<file path="config.mk">
export PLATFORM = sky130hd
export DESIGN_NAME = mode_sequencer
export DESIGN_NICKNAME = d
export VERILOG_FILES = /design/src/rtl/mode_sequencer.sv
export SDC_FILE = /design/constraint.sdc
export NUM_CORES = 1
export LEC_CHECK = 0
export ABC_AREA = 1
export ABC_CLOCK_PERIOD_IN_PS = 1500
export CORE_ASPECT_RATIO = 1.2
export CORE_MARGIN = 5
export CORE_UTILIZATION = 52
export CTS_BUF_LIST = sky130_fd_sc_hd__clkbuf_8
export DETAILED_ROUTE_END_ITERATION = 6
export PLACE_DENSITY = 0.78
export SYNTH_ARGS = -nofsm -noshare
export SYNTH_HDL_FRONTEND = slang
export SYNTH_SLANG_ARGS = --single-unit
</file>
<file path="constraint.sdc">
create_clock -name clk -period 1.5 [get_ports clk]
set_input_delay 0.15 -clock clk [delete_from_list [all_inputs] [get_ports clk]]
set_output_delay 0.15 -clock clk [all_outputs]
set_load 0.01 [all_outputs]
</file>
<file path="src/rtl/mode_sequencer.sv">
// Central controller of the watch: debounces the buttons, runs the mode/setting FSM,
// issues one-cycle strobes to the counter datapaths and drives the LEDs and speaker.
module mode_sequencer #(
  parameter int DEB_CYCLES  = 2,
  parameter int TONE_DIV    = 4,
  parameter int ALARM_TICKS = 10
) (
  input  logic       clk,
  input  logic       rst,
  input  logic [7:0] btn,
  input  logic       tick_1hz,
  input  logic       tm_zero,
  output logic [1:0] mode,
  output logic [1:0] set_field,
  output logic       inc_p,
  output logic       dec_p,
  output logic       sw_run,
  output logic       sw_clr,
  output logic       tm_run,
  output logic       blink,
  output logic       speaker,
  output logic [7:0] led
);

  localparam logic [3:0] ST_WATCH    = 4'd0;
  localparam logic [3:0] ST_WSET_H   = 4'd1;
  localparam logic [3:0] ST_WSET_M   = 4'd2;
  localparam logic [3:0] ST_SW_IDLE  = 4'd3;
  localparam logic [3:0] ST_SW_RUN   = 4'd4;
  localparam logic [3:0] ST_TM_SET_M = 4'd5;
  localparam logic [3:0] ST_TM_SET_S = 4'd6;
  localparam logic [3:0] ST_TM_RUN   = 4'd7;
  localparam logic [3:0] ST_TM_ALARM = 4'd8;

  localparam int CW = $clog2(DEB_CYCLES + 1);
  localparam int TW = $clog2(TONE_DIV + 1);
  localparam int KW = $clog2(ALARM_TICKS + 1);
  localparam logic [CW-1:0] DEB_MAX   = CW'(DEB_CYCLES);
  localparam logic [CW-1:0] DEB_LAST  = CW'(DEB_CYCLES - 1);
  localparam logic [TW-1:0] TONE_LAST = TW'(TONE_DIV - 1);
  localparam logic [KW-1:0] TICK_LAST = KW'(ALARM_TICKS - 1);

  logic [CW-1:0] deb_cnt [8];
  logic [7:0]    press_q;
  logic [3:0]    state, state_n;
  logic          sel_valid;
  logic [2:0]    sel_idx;
  logic          sw_run_n, tm_run_n, inc_n, dec_n, clr_n, blink_n;
  logic          alarm_done, set_now, set_next;
  logic [TW-1:0] tone_cnt;
  logic [KW-1:0] tick_cnt;

  // Counter saturates at DEB_MAX so a held button yields exactly one press.
  always_ff @(posedge clk or posedge rst) begin
    if (rst) begin
      press_q <= '0;
      for (int i = 0; i < 8; i++) deb_cnt[i] <= '0;
    end else begin
      for (int i = 0; i < 8; i++) begin
        press_q[i] <= btn[i] && (deb_cnt[i] == DEB_LAST);
        if (!btn[i])                deb_cnt[i] <= '0;
        else if (deb_cnt[i] != DEB_MAX) deb_cnt[i] <= deb_cnt[i] + 1'b1;
      end
    end
  end

  always_comb begin
    sel_valid = 1'b0;
    sel_idx   = 3'd0;
    for (int i = 7; i >= 0; i--) begin
      if (press_q[i]) begin
        sel_valid = 1'b1;
        sel_idx   = 3'(i);
      end
    end
  end

  assign alarm_done = (state == ST_TM_ALARM) && tick_1hz && (tick_cnt == TICK_LAST);

  always_comb begin
    state_n  = state;
    sw_run_n = sw_run;
    tm_run_n = tm_run;
    inc_n    = 1'b0;
    dec_n    = 1'b0;
    clr_n    = 1'b0;
    if (tm_run && tm_zero) begin
      state_n  = ST_TM_ALARM;
      tm_run_n = 1'b0;
    end else if (state == ST_TM_ALARM) begin
      if (sel_valid || alarm_done) state_n = ST_TM_SET_M;
    end else if (sel_valid && sel_idx <= 3'd2) begin
      case (sel_idx)
        3'd0:    state_n = ST_WATCH;
        3'd1:    state_n = ST_SW_IDLE;
        default: state_n = ST_TM_SET_M;
      endcase
    end else if (sel_valid) begin
      case (state)
        ST_WATCH: if (sel_idx == 3'd3) state_n = ST_WSET_H;
        ST_WSET_H, ST_WSET_M: begin
          case (sel_idx)
            3'd3:    state_n = (state == ST_WSET_H) ? ST_WSET_M : ST_WSET_H;
            3'd4:    state_n = ST_WATCH;
            3'd5:    inc_n = 1'b1;
            3'd6:    dec_n = 1'b1;
            default: ;
          endcase
        end
        ST_SW_IDLE: begin
          if (sel_idx == 3'd7) begin
            state_n  = ST_SW_RUN;
            sw_run_n = 1'b1;
          end else if (sel_idx == 3'd6) begin
            clr_n = 1'b1;
          end
        end
        ST_SW_RUN: begin
          if (sel_idx == 3'd7) begin
            state_n  = ST_SW_IDLE;
            sw_run_n = 1'b0;
          end
        end
        ST_TM_SET_M, ST_TM_SET_S: begin
          case (sel_idx)
            3'd3:    state_n = (state == ST_TM_SET_M) ? ST_TM_SET_S : ST_TM_SET_M;
            3'd5:    inc_n = 1'b1;
            3'd6:    dec_n = 1'b1;
            3'd7: begin
              if (!tm_zero) begin
                state_n  = ST_TM_RUN;
                tm_run_n = 1'b1;
              end
            end
            default: ;
          endcase
        end
        ST_TM_RUN: begin
          if (sel_idx == 3'd7) begin
            state_n  = ST_TM_SET_M;
            tm_run_n = 1'b0;
          end
        end
        default: ;
      endcase
    end
  end

  assign set_now  = (state == ST_WSET_H) || (state == ST_WSET_M) ||
                    (state == ST_TM_SET_M) || (state == ST_TM_SET_S);
  assign set_next = (state_n == ST_WSET_H) || (state_n == ST_WSET_M) ||
                    (state_n == ST_TM_SET_M) || (state_n == ST_TM_SET_S);

  // Blink phase restarts on every entry into an edit state, including field swaps.
  always_comb begin
    blink_n = 1'b0;
    if (set_next && (state_n == state) && set_now)
      blink_n = tick_1hz ? ~blink : blink;
  end

  always_ff @(posedge clk or posedge rst) begin
    if (rst) begin
      state  <= ST_WATCH;
      sw_run <= 1'b0;
      tm_run <= 1'b0;
      inc_p  <= 1'b0;
      dec_p  <= 1'b0;
      sw_clr <= 1'b0;
      blink  <= 1'b0;
    end else begin
      state  <= state_n;
      sw_run <= sw_run_n;
      tm_run <= tm_run_n;
      inc_p  <= inc_n;
      dec_p  <= dec_n;
      sw_clr <= clr_n;
      blink  <= blink_n;
    end
  end

  always_ff @(posedge clk or posedge rst) begin
    if (rst) begin
      tone_cnt <= '0;
      tick_cnt <= '0;
      speaker  <= 1'b0;
    end else if ((state == ST_TM_ALARM) && (state_n == ST_TM_ALARM)) begin
      if (tone_cnt == TONE_LAST) begin
        tone_cnt <= '0;
        speaker  <= ~speaker;
      end else begin
        tone_cnt <= tone_cnt + 1'b1;
      end
      if (tick_1hz) tick_cnt <= tick_cnt + 1'b1;
    end else begin
      tone_cnt <= '0;
      tick_cnt <= '0;
      speaker  <= 1'b0;
    end
  end

  assign led       = (state > ST_TM_RUN) ? 8'h80 : (8'h01 << state);
  assign mode      = (state <= ST_WSET_M) ? 2'd0 : (state <= ST_SW_RUN) ? 2'd1 : 2'd2;
  assign set_field = ((state == ST_WSET_H) || (state == ST_TM_SET_M)) ? 2'd1 :
                     ((state == ST_WSET_M) || (state == ST_TM_SET_S)) ? 2'd2 : 2'd0;

endmodule

</file>
==> metrics.md <==
| Metric | Value |
|---|---|
| GP Congestion | 0.946 |
| # fillers | 312 |
| Synthesis-to-finish area growth | 44.0% |
| Synthesized area | roughly 0.0026 sq mm |
| FF-to-FF path depth | 15 |
| Synth Net Count | 384 |
| CTS Buf Count | 5 |
| Largest net degree at the start of global routing | 43 |
| Die height | 87.4 um |
| Drt wl/cell | ~13 um |
| Hold Path Class | input port to asynchronous set/reset pin |
| Fraction of registers with async set/reset | between 90% and 100% |
| Crit Path Class | register to register |
| Hold slack final | just under 0.2 ns |
| Crit. End Element | register |
| Yosys cell types | 27 |
| Layout cells sized above 1 | about a third |
| Worst r2r src | state[1] |
| Global-route wire length before repair | about 11000 um |
| Maximum buffer depth of the clock tree | 2 |
| Fmax achieved | 522 MHz |
| Initial antenna violation count | 0 |
| # Max-Cap Violations | 0 |
| Synth area leader | dfrtp_1 |
| Tcrit/Tclk final | 128% |
| Initial core utilization | 52.9% |
| VDD IR max | 1040 uV |
| Drt pass-1 iters | 4 |
| R2R Path End | blink |
| Worst skew pair latency | 0.30 ns |
| Commonest non-fill, non-tap cells in the layout | nand2_1, inv_1, buf_4 |
| Commonest non-fill, non-tap cell in the layout | nand2_1 |
| Status | complete, but fails checks |
| Crit path top cell by count | nand2_2 |
| Top_reg_cell synth | dfrtp_1 |
| CP cell instances | inv_2 > nand2_4 > buf_6 > nor2_4 > buf_4 > nand2_1 > nand2_1 > nor2_2 > nand3_2 > nand2_2 > nand2_2 > nand2_2 > nand3_1 > nand3_1 > nor2_1 |
| GRT Total Usage | 21.3% |
| #FFs+latches synth | 42 |
| Worst-path clk slew | 0.08 ns |
| CTS tree | done |
| Crit path max fanout | 4 |
| DP HPWL | 4440 um |
| Worst Setup Start Kind | register |
| Setup_tns | -3.64 ns |
| Syn Area/Cell | approximately 7.4 sq um |
| Die area | 0.00651 sq mm |
| Skew final | 0.00589 ns |
| Arrival time at the worst endpoint | 2.15 ns |
| Sequential area share after synthesis | 40.5% |
| Vias in the first global route | 2606 |
| Power Density | 2050 mW/mm^2 |
| Yosys warns | 0 |
| CP bufs+invs | 3 |
| CP max-delay cell | dfrtp_1 |
| Site Rows | 28 |
| R2r setup slk | -0.42 ns |
| Post-route ant nets | 0 |
| Core Region | 0.00490 sq mm |
| Number of top-level pins | 31 |
| Share of the synthesized area in the top cell type | 40.5% |
| Final Hold Violating Endpoints | 0 |
| Leak | 2.00 nW |
| Max Slew Vio Count | 0 |
| Minimum clock period | 1.92 ns |
| IO buf count | 30 |
| Top post-synthesis cells by area | dfrtp_1, nand2_1, inv_1 |
| Failing checks | setup timing |
| Clk sinks | 42 |
| Die W | ~75 um |
| EDFF count, synth | 0 |
| DRC violations left | 0 |
| Actual slew at the worst max-slew pin | 0.243 ns |
| Worst EP required | 1.74 ns |
| Via/cell ratio | about 5.1 |
| Total Nets Final | 485 |
| RSZ-0062 raised after global routing | true |
| Routed via count | 2616 |
| CTS root buf | clkbuf_8 |
| Setup violators final | 25 |
| Iter 0 DRT Violations | 163 |
| Overall power | 7.67 mW |
| Remaining global-route overflow | 0 |
| Number of antenna diodes | 0 |
| Setup WS post-layout | -0.416 ns |
| # H-tree levels | 2 |
| CTS hold repair buffers | 0 |
| Worst relative slew slack | 83.7% |
| Cells after Synth | 353 |
| Total wire length | 6670 um |
| Delay of the slowest critical-path stage | between 0.4 and 0.5 ns |
| CP delay by family, top | simple AND/OR/NAND/NOR gates |
==> area by class of cell <==
class / count / area (sq um) / area share, %
multi-input combinational: 237 / 1470 / 39.2
sequential: 42 / 1050 / 28.1
timing repair buffer: 95 / 793 / 21.2
inverter: 73 / 274 / 7.33
tap: 60 / 75.1 / 2.01
clock buffer: 5 / 68.8 / 1.84
clock inverter: 2 / 11.3 / 0.301
==> worst register-to-register path, cell delays in order, from the launching register on <==
cell	delay (ns)
dfrtp_1	0.43
inv_2	0.14
nand2_4	0.08
buf_6	0.12
nor2_4	0.16
buf_4	0.16
nand2_1	0.07
nand2_1	0.09
nor2_2	0.04
nand3_2	0.08
nand2_2	0.07
nand2_2	0.08
nand2_2	0.07
nand3_1	0.08
nand3_1	0.09
nor2_1	0.10
==> sequential cells by signal, summed over array words and instances (netlist names), 3 cells and up <==
signal,cells
tick_cnt,4
state,4
deb_cnt,16
press_q,8
tone_cnt,3
==> metrics by stage <==
stage / setup WS, ns / std cells / cell area (sq um) / utilization, %
floorplan: -0.174 / 353 / 2610 / -
global placement: -0.308 / 489 / 3340 / 68.2
detailed placement: -0.375 / 489 / 3340 / 68.2
CTS: -0.310 / 507 / 3590 / 73.2
global route: -0.566 / 514 / 3740 / 76.3
finish: -0.416 / 514 / 3740 / 76.3
==> where the power goes <==
| part | total (mW) | switching, mW | internal [mW] |
|---|---|---|---|
| clock network | 0.710 | 0.397 | 0.313 |
| registers | 1.66 | 0.221 | 1.44 |
| logic | 5.30 | 2.90 | 2.40 |
| total | 7.67 | 3.52 | 4.14 |
==> how the worst max path moves through the flow <==
stage | endpoint | start | cells past startpoint | slack (ns)
floorplan | blink | state[0] | 16 | -0.17
global placement | blink | state[2] | 16 | -0.31
detailed placement | blink | press_q[1] | 14 | -0.37
CTS | blink | press_q[6] | 18 | -0.31
global route | blink | press_q[4] | 18 | -0.57
finish | blink | state[1] | 15 | -0.42
==> per-layer routing <==
metal	track usage [%]	vias up	wire [um]
li1	-	1286	-
met4	11.0	0	292
met2	39.9	90	3590
met3	3.58	30	342
met5	0	-	0
met1	22.1	1210	2450
==> cell families after synthesis <==
| kind of cell | Yosys count | share of synthesized area (%) |
|---|---|---|
| compound gates | 30 | 6.12 |
| xor+xnor | 4 | 1.35 |
| fa+ha+maj | 19 | 9.16 |
| buf+inv | 74 | 10.7 |
| flops | 42 | 40.5 |
| simple gates | 184 | 32.2 |
==> cells in the mapped netlist, types with 2 or more instances <==
master / n
o21ai_0: 10
nand4_1: 2
dfrtp_1: 42
nor3_1: 2
nand3_1: 23
inv_2: 9
nor2_1: 34
nor2_4: 4
a31oi_1: 2
a21oi_1: 16
inv_1: 64
nand2_1: 98
ha_1: 19
xnor2_1: 2
xor2_1: 2
nand2_2: 6
nor2_2: 8
==> repair_timing <==
item	CTS	global route
pin swaps	14	10
gates cloned	0	0
buffers inserted	11	7
gates resized for setup	77	34
endpoints found under the setup margin	29	29
No activity file was read; power rests on OpenSTA's default activity.
